File: src/rtl/uart_pkg.sv
// Shared types and helpers for the UART transmit path.
// The parity feature is selected by the UART_TX_PARITY_EN macro in uart_tx_stream.
package uart_pkg;

    localparam int unsigned UART_DATA_BITS = 8;
    localparam int unsigned UART_BIT_IDX_W = $clog2(UART_DATA_BITS);

    typedef logic [UART_DATA_BITS-1:0] uart_byte_t;

    typedef enum logic [2:0] {
        IDLE,
        START,
        DATA,
        PARITY,
        STOP
    } uart_tx_state_t;

    // Bit period in clocks, truncated.
    function automatic int unsigned clks_per_bit(input int unsigned clock_hz,
                                                 input int unsigned baud);
        return clock_hz / baud;
    endfunction

endpackage

File: src/rtl/uart_tx_stream_if.sv
// VALID/READY byte stream feeding the UART transmitter.
interface uart_tx_stream_if;

    logic                  input_valid;
    logic                  input_ready;
    uart_pkg::uart_byte_t  input_data;

    modport master (
        output input_valid,
        output input_data,
        input  input_ready
    );

    modport slave (
        input  input_valid,
        input  input_data,
        output input_ready
    );

endinterface

File: src/rtl/uart_baud_counter.sv
// Bit-period counter: tick marks the last clock of each bit period.
module uart_baud_counter #(
    parameter int unsigned CLKS_PER_BIT = 234
) (
    input  logic clock,
    input  logic reset,
    input  logic clear,
    input  logic enable,
    output logic tick
);

    localparam int unsigned CNT_W = $clog2(CLKS_PER_BIT);
    localparam logic [CNT_W-1:0] CNT_LAST = CNT_W'(CLKS_PER_BIT - 1);

    logic [CNT_W-1:0] count_q;
    logic [CNT_W-1:0] count_d;

    assign tick = enable && (count_q == CNT_LAST);

    // Wraps on tick so successive bits stay exactly CLKS_PER_BIT apart.
    always_comb begin
        count_d = count_q;
        if (clear) begin
            count_d = '0;
        end else if (enable) begin
            if (count_q == CNT_LAST) begin
                count_d = '0;
            end else begin
                count_d = count_q + CNT_W'(1);
            end
        end
    end

    always_ff @(posedge clock or posedge reset) begin
        if (reset) begin
            count_q <= '0;
        end else begin
            count_q <= count_d;
        end
    end

endmodule

File: src/rtl/uart_tx_stream.sv
// UART transmitter (8N1/8N2) with a VALID/READY byte input.
// Define UART_TX_PARITY_EN to insert an even/odd parity bit after the data bits.
module uart_tx_stream
    import uart_pkg::*;
#(
    parameter int unsigned CLOCK_HZ   = 27_000_000,
    parameter int unsigned BAUD_RATE  = 115_200,
    parameter int unsigned STOP_BITS  = 1,
    parameter int unsigned PARITY_ODD = 0
) (
    input  logic             clock,
    input  logic             reset,
    uart_tx_stream_if.slave  in_if,
    output logic             txd,
    output logic             busy
);

    localparam int unsigned CLKS_PER_BIT = clks_per_bit(CLOCK_HZ, BAUD_RATE);
    localparam logic [UART_BIT_IDX_W-1:0] DATA_LAST = UART_BIT_IDX_W'(UART_DATA_BITS - 1);
    localparam logic [UART_BIT_IDX_W-1:0] STOP_LAST = UART_BIT_IDX_W'(STOP_BITS - 1);

    if (CLKS_PER_BIT < 2) begin : g_bad_clks_per_bit
        $error("uart_tx_stream: CLOCK_HZ / BAUD_RATE must be at least 2");
    end
    if ((STOP_BITS < 1) || (STOP_BITS > 2)) begin : g_bad_stop_bits
        $error("uart_tx_stream: STOP_BITS must be 1 or 2");
    end
    if (PARITY_ODD > 1) begin : g_bad_parity_odd
        $error("uart_tx_stream: PARITY_ODD must be 0 or 1");
    end

    uart_tx_state_t                state_q;
    uart_tx_state_t                state_d;
    uart_byte_t                    shift_q;
    uart_byte_t                    shift_d;
    logic [UART_BIT_IDX_W-1:0]     bit_idx_q;
    logic [UART_BIT_IDX_W-1:0]     bit_idx_d;
    logic                          txd_q;
    logic                          txd_d;
    logic                          busy_q;
    logic                          busy_d;
    logic                          ready_q;
    logic                          ready_d;
`ifdef UART_TX_PARITY_EN
    logic                          parity_q;
    logic                          parity_d;
`endif

    logic handshake;
    logic tick;

    // Ready is a pure flop, so it never depends combinationally on input_valid.
    assign handshake         = in_if.input_valid && ready_q;
    assign in_if.input_ready = ready_q;
    assign txd               = txd_q;
    assign busy              = busy_q;

    uart_baud_counter #(
        .CLKS_PER_BIT (CLKS_PER_BIT)
    ) u_baud (
        .clock  (clock),
        .reset  (reset),
        .clear  (handshake),
        .enable (state_q != IDLE),
        .tick   (tick)
    );

    always_comb begin
        state_d   = state_q;
        shift_d   = shift_q;
        bit_idx_d = bit_idx_q;
        txd_d     = txd_q;
`ifdef UART_TX_PARITY_EN
        parity_d  = parity_q;
`endif

        unique case (state_q)
            IDLE: begin
                txd_d = 1'b1;
                if (handshake) begin
                    shift_d   = in_if.input_data;
                    bit_idx_d = '0;
                    txd_d     = 1'b0;
                    state_d   = START;
`ifdef UART_TX_PARITY_EN
                    parity_d  = (^in_if.input_data) ^ 1'(PARITY_ODD);
`endif
                end
            end

            START: begin
                if (tick) begin
                    txd_d   = shift_q[0];
                    state_d = DATA;
                end
            end

            // The next bit to send is always shift_q[1] before the shift lands.
            DATA: begin
                if (tick) begin
                    shift_d = shift_q >> 1;
                    if (bit_idx_q == DATA_LAST) begin
                        bit_idx_d = '0;
`ifdef UART_TX_PARITY_EN
                        txd_d     = parity_q;
                        state_d   = PARITY;
`else
                        txd_d     = 1'b1;
                        state_d   = STOP;
`endif
                    end else begin
                        bit_idx_d = bit_idx_q + UART_BIT_IDX_W'(1);
                        txd_d     = shift_q[1];
                    end
                end
            end

            PARITY: begin
`ifdef UART_TX_PARITY_EN
                if (tick) begin
                    txd_d   = 1'b1;
                    state_d = STOP;
                end
`else
                txd_d   = 1'b1;
                state_d = IDLE;
`endif
            end

            // bit_idx counts stop-bit periods here.
            STOP: begin
                if (tick) begin
                    if (bit_idx_q == STOP_LAST) begin
                        bit_idx_d = '0;
                        txd_d     = 1'b1;
                        state_d   = IDLE;
                    end else begin
                        bit_idx_d = bit_idx_q + UART_BIT_IDX_W'(1);
                    end
                end
            end

            default: begin
                txd_d   = 1'b1;
                state_d = IDLE;
            end
        endcase

        ready_d = (state_d == IDLE);
        busy_d  = (state_d != IDLE);
    end

    always_ff @(posedge clock or posedge reset) begin
        if (reset) begin
            state_q   <= IDLE;
            shift_q   <= '0;
            bit_idx_q <= '0;
            txd_q     <= 1'b1;
            busy_q    <= 1'b0;
            ready_q   <= 1'b0;
`ifdef UART_TX_PARITY_EN
            parity_q  <= 1'b0;
`endif
        end else begin
            state_q   <= state_d;
            shift_q   <= shift_d;
            bit_idx_q <= bit_idx_d;
            txd_q     <= txd_d;
            busy_q    <= busy_d;
            ready_q   <= ready_d;
`ifdef UART_TX_PARITY_EN
            parity_q  <= parity_d;
`endif
        end
    end

endmodule

File: src/flat_wrapper.sv
// flat-port wrapper written by rule: the top's interface ports become plain ports
module uart_tx_stream_flat import uart_pkg::*;
#(
    parameter int unsigned CLOCK_HZ   = 27_000_000,
    parameter int unsigned BAUD_RATE  = 115_200,
    parameter int unsigned STOP_BITS  = 1,
    parameter int unsigned PARITY_ODD = 0
)
  (clock, reset, txd, busy, in_if_input_valid, in_if_input_data, in_if_input_ready);
  uart_tx_stream_if in_if_i ();
  input  logic clock;
  input  logic reset;
  output logic txd;
  output logic busy;
  input wire logic [$bits(in_if_i.input_valid)-1:0] in_if_input_valid;
  input wire logic [$bits(in_if_i.input_data)-1:0] in_if_input_data;
  output wire logic [$bits(in_if_i.input_ready)-1:0] in_if_input_ready;
  assign in_if_i.input_valid = in_if_input_valid;
  assign in_if_i.input_data = in_if_input_data;
  assign in_if_input_ready = in_if_i.input_ready;
  uart_tx_stream #(.CLOCK_HZ(CLOCK_HZ), .BAUD_RATE(BAUD_RATE), .STOP_BITS(STOP_BITS), .PARITY_ODD(PARITY_ODD)) u_core (.clock(clock), .reset(reset), .in_if(in_if_i), .txd(txd), .busy(busy));
endmodule
File: config.mk
export PLATFORM = sky130hd
export DESIGN_NAME = uart_tx_stream_flat
export DESIGN_NICKNAME = d
export VERILOG_FILES = /design/src/rtl/uart_pkg.sv /design/src/rtl/uart_tx_stream_if.sv /design/src/rtl/uart_baud_counter.sv /design/src/rtl/uart_tx_stream.sv /design/src/flat_wrapper.sv
export SDC_FILE = /design/constraint.sdc
export NUM_CORES = 1
export LEC_CHECK = 0
export ABC_AREA = 1
export CORE_MARGIN = 10
export CORE_UTILIZATION = 40
export DETAILED_ROUTE_END_ITERATION = 8
export PLACE_DENSITY = 0.63
export SYNTH_ARGS = -nofsm -noshare
export SYNTH_HDL_FRONTEND = slang
export SYNTH_SLANG_ARGS = --single-unit
File: constraint.sdc
create_clock -name clock -period 2.1 [get_ports clock]
set_input_delay 0.315 -clock clock [delete_from_list [all_inputs] [get_ports clock]]
set_output_delay 0.315 -clock clock [all_outputs]
set_load 0.01 [all_outputs]
== Word-level counts from Yosys, hierarchy flattened ==
Cells that the tools add are included.

* Equality and inequality tests: 10
* Shift operators: 0
* Add/subtract/negate cells: 2
* Div/mod/pow operators: 0
* Magnitude comparators: 0
* Reductions and logical operators: 13
* Multiply operators: 0
* Bitwise operators: 0
* Mux-type cells: 26

{| class="wikitable"
|+ Operators by type and width
! kind !! number
|-
| 2-to-1 mux 8 bit || 5
|-
| 2-to-1 mux 3 bit || 11
|-
| case mux 8 bit (2 select lines) || 1
|-
| case mux 3 bit (4 select lines) || 1
|-
| != test 2 x 1 -> 1 bit, second input constant || 5
|-
| logical NOT 3 bit || 3
|-
| case mux 3 bit (3 select lines) || 1
|-
| nonzero test 3 bit || 3
|-
| adder 8 x 1 -> 8 bit, second input constant || 1
|-
| == test 8 bit, second input constant || 1
|-
| AND reduction 4 bit || 2
|-
| == test 3 bit, second input constant || 2
|-
| 2-to-1 mux 1 bit || 6
|-
| case mux 1 bit (4 select lines) || 1
|-
| nonzero test 2 bit || 2
|-
| adder 3 x 1 -> 3 bit, second input constant || 1
|-
| == test 3 x 1 -> 1 bit, second input constant || 1
|-
| == test 3 x 2 -> 1 bit, second input constant || 1
|-
| AND reduction 3 bit || 1
|-
| logical AND 1 bit || 2
|}

* ROM bits: 0
* Bits in writable memories: 0
* Bits in latches: 0
* Output and inout bits: 3
* Register bits: 25
* Word-level logic and storage cells: 58
* Input bits: 11
* Memories: 0

== Depth between registers and ports, before layout ==
* Depth in word-level cells: 5
* Gate-level depth with buffers: 9

== Cells and area by module ==
From an unflattened synthesis, not the netlist that was laid out.

* Cells, all modules: 212
* Area, all modules: 1,591.5 µm²

{| class="wikitable"
|+ By module, submodules not included
! module !! instances !! area an instance (µm²) !! cells an instance
|-
| uart_tx_stream || 1 || 1,066.0 || 140
|-
| uart_baud_counter || 1 || 525.5 || 72
|}

== Worst setup path before layout ==
OpenSTA, ideal clock, no wires.

* Kind: register to register
* Start point: register u_core.u_baud.count_q[1]
* End point: register u_core.shift_q[7]
* Data required time: 1.974 ns
* Period minus slack after synthesis: 1.383 ns
* Stages on the path, launching flop included: 9
* Data arrival time: 1.257 ns
* Path buffers: 1
* Slack: 0.717 ns
* Path through: dfrtp_1 -> inv_1 -> ha_1 -> nand2_1 -> nor2_4 -> nand2_4 -> o21ai_4 -> buf_6 -> o21ai_0

* Longest elaborated chain between the ends: 4

{| class="wikitable"
|+ RTL lines
! element !! RTL line !! source
|-
| start: declaration || uart_baud_counter.sv:15 || <nowiki>logic [CNT_W-1:0] count_q;</nowiki>
|-
| start signal: assignment || uart_baud_counter.sv:38 || <nowiki>count_q <= count_d;</nowiki>
|-
| == test 8 bit || uart_baud_counter.sv:18 || <nowiki>assign tick = enable && (count_q == CNT_LAST);</nowiki>
|-
| logical AND 1 bit || uart_baud_counter.sv:18 ||
|-
| != test 2 x 1 -> 1 bit (no line) || n/a ||
|-
| AND reduction 3 bit (no line) || n/a ||
|-
| end signal: assignment || uart_tx_stream.sv:166 || <nowiki>shift_q <= shift_d;</nowiki>
|-
| end: declaration || uart_tx_stream.sv:34 || <nowiki>uart_byte_t shift_q;</nowiki>
|}

Every way passes these cells.
A chain may end at the register's enable or synchronous reset.

== Worst setup path after layout ==
* Start point: register u_core.txd_q (netlist: u_core.txd)
* End point: output txd

{| class="wikitable"
|+ RTL lines
! element !! RTL line !! source
|-
| start: declaration || uart_tx_stream.sv:38 || <nowiki>logic txd_q;</nowiki>
|-
| start signal: assignment || uart_tx_stream.sv:168 || <nowiki>txd_q <= txd_d;</nowiki>
|-
| end: declaration || flat_wrapper.sv:13 || <nowiki>output logic txd;</nowiki>
|}

No word-level cell between the ends.

==> impl_metrics.yaml <==
run_status:
  status: "finished clean"
worst_setup_path:
  regToRegEndpoint: "u_core.bit_idx_q[2]"
  cp_top_family: "flip-flops"
  cp_max_fo: 2
  cp_slowest_cell: "dfstp_2"
  regToRegSetupSlack_ns: 0.47
  critPathArrivalTime_ns: 1.39
  crit_path_end_kind: "primary output"
  worstSetupPathType: "reg2out"
  r2r.worst_path.cells: 9
  rr_startpoint: "u_core.u_baud.count_q[1]"
  path_cells: "clkdlybuf4s50_1"
  cp.depth: 1
  endpoint: "txd"
  path_buf_inv: 1
  critPathLaunchType: "register"
  cp-startpoint: "u_core.txd"
  crit_required_ns: 1.78
  cpPeakStageDelay_ns: 0.55
final_layout:
  ff_latch_area_um2: 627
  stdcell_area_um2: 1660
  diodes: 0
  nFillCells: 342
  multi_input_area_um2: 677
  final_nets: 223
  syn2layout_area_growth_pct: 14.5
  layout-drive-gt1-share: 0.102
power_and_ir_drop:
  switching_share: 0.346
  p_clk_frac: 0.166
  p_comb_frac: 0.314
  power_density_nw_per_um2: 777
  p_int_mw: 0.844
  switchingPower_mw: 0.446
  ir_worst_vdd_mv: 0.301
  p_seq_frac: 0.520
  p_leak_nw: 0.883
placement:
  io_buffer_count: 13
  post-dp-hpwl_mm: 2.14
  dpl-instance-area_um2: 1630
  gp_congestion: 0.796
  dp_slack_ns: 0.458
routing:
  vias: 1160
  drt_first_iter_violations: 88
  first_pass_iters: 4
  drc: 0
  postRouteAntennaNets: 0
  routed_wl_mm: 2.71
  wl_per_cell_um: 10.7
  via_per_inst: 4.60
synth:
  yosysWarnings: 0
  ys_seq_elements: 25
  yosysUniqueCellTypes: 26
  synthCells: 189
  synthesis.area_um2: 1450
  avgSynthCellArea_um2: 7.67
  synth_seq_area_share: 0.432
  synth_fp_nets: 205
global_routing:
  grt_max_degree: 26
  grt_pass1_wl_mm: 5.04
  grt.overflow.total: 0
  grt_usage: 0.0955
  antenna_found_initial: 0
  grt_pass1_vias: 1152
clocking:
  holdBufCountCts: 0
  root_buffer: "clkbuf_4"
  numClockSinks: 25
  cts_tree: "done"
  clk_pin_slew_worst_paths_ns: 0.14
  htree_levels: 1
  cts.path.max_buffers: 2
  cts_buffers: 3
  cts_resized: 0
  postCtsSetupRepairBufs: 0
  insertion_delay_ns: 0.32
die:
  initial_utilization: 0.425
  pin_count: 14
  die_w_um: 80.2
  core_area_um2: 3420
  dieArea_um2: 6430
  rows: 21
  chipHeight_um: 80.2
min_path:
  min_path_type: "in2async"
timing:
  max_freq_mhz: 587
  setup_viol: 0
  finalHoldViolations: 0
  fin_crit_ns: 1.70
  rsz0062_at_grt: "false"
  relSlewSlack: 0.685
  finalWorstSetupSlack_ns: 0.397
  fin_skew_ns: 0.0115
  fin_crit_sh: 0.811
  slew_viol_final: 0
  worst_pin_slew_ns: 0.467
  tns_ns: 0
flow_run:
  maxCapViolations: 0
==> flip-flops by register name (all words and copies together), names as in the netlist <==
name / count
u_core.shift_q: 8
u_core.in_if.input_ready: 1
u_core.u_baud.count_q: 8
u_core.bit_idx_q: 3
u_core.state_q: 3
u_core.busy: 1
u_core.txd: 1
==> worst min path at each step <==
stage                                     to       start  cells past startpoint
floorplan                u_core.bit_idx_q[0]       reset                      1
global placement                  u_core.txd  u_core.txd                      2
detailed placement                u_core.txd  u_core.txd                      2
CTS                 u_core.u_baud.count_q[3]       reset                      3
global route        u_core.u_baud.count_q[3]       reset                      3
finish              u_core.u_baud.count_q[3]       reset                      3
==> logic make-up after synthesis <==
logic type,synth area share
AND/OR/NAND/NOR,0.298
buffers and inverters,0.101
flip-flops,0.432
adder cells (fa/ha/maj),0.0431
AO/OA/AOI/OAI,0.114
XOR/XNOR,0.0121
==> area by class of cell <==
| type | count | share of cell area |
|---|---|---|
| clock buffer | 3 | 0.0136 |
| tap | 46 | 0.0347 |
| timing repair buffer | 16 | 0.0919 |
| multi-input combinational | 130 | 0.408 |
| clock inverter | 1 | 0.00301 |
| inverter | 31 | 0.0716 |
| sequential | 25 | 0.378 |
==> synth_stat cells, drive strengths merged <==
master | instances | area (µm²)
nand3 | 18 | 90.1
buf | 3 | 27.5
o21ai | 21 | 124
xor2 | 2 | 17.5
a21oi | 4 | 20.0
dfrtp | 24 | 601
o22ai | 1 | 6.26
nor3 | 1 | 5.00
nor2 | 17 | 92.6
nand4 | 2 | 12.5
o21bai | 1 | 7.51
inv | 31 | 119
dfstp | 1 | 26.3
a21boi | 1 | 7.51
nand2 | 57 | 231
ha | 5 | 62.6
==> metrics by stage <==
| step | std cells | hold slack [ns] | utilization | total power, mW |
|---|---|---|---|---|
| CTS | 252 | 0.325 | 0.486 | 1.31 |
| finish | 252 | 0.318 | 0.486 | 1.29 |
| detailed placement | 248 | 0.460 | 0.478 | 1.10 |
| floorplan | 189 | 0.342 | - | 0.954 |
| global placement | 248 | 0.450 | 0.478 | 1.08 |
| global route | 252 | 0.336 | 0.486 | 1.41 |
==> layer usage <==
| metal | wire length, µm | vias to the layer above | global-route usage | part of all wire |
|---|---|---|---|---|
| met2 | 1150 | 20 | 0.143 | 0.42 |
| met4 | 23 | 0 | 0.0264 | 0.0085 |
| li1 | - | 626 | - | - |
| met1 | 1390 | 512 | 0.125 | 0.51 |
| met5 | 0 | - | 0 | 0 |
| met3 | 149 | 2 | 0.0356 | 0.055 |
==> cell usage in the layout (no fill, tap or decap) <==
cell	count
xor2_1	2
nor3_1	1
o21ai_4	1
clkinv_2	1
nand2_2	1
clkbuf_4	3
o22ai_1	1
nand2_1	54
nor2_1	13
nor2_4	1
inv_4	1
o21bai_1	1
a21oi_1	4
a21boi_0	1
nor2_2	2
o21ai_0	18
nand2_4	2
inv_2	2
ha_1	5
nand3_1	18
clkdlybuf4s50_1	13
nand4_1	2
dfstp_2	1
inv_1	28
nor2_8	1
dfrtp_1	24
o21ai_2	2
buf_4	3
==> power by group through the flow <==
stage | sequential (mW) | clock [mW] | combinational [mW]
5_1_grt | 0.687 | 0.246 | 0.474
3_5_place_dp | 0.682 | 0 | 0.413
2_1_floorplan | 0.678 | 0 | 0.276
6_report | 0.671 | 0.214 | 0.405
3_3_place_gp | 0.680 | 0 | 0.400
4_1_cts | 0.672 | 0.226 | 0.414
Power figures use the tool's default switching activity.
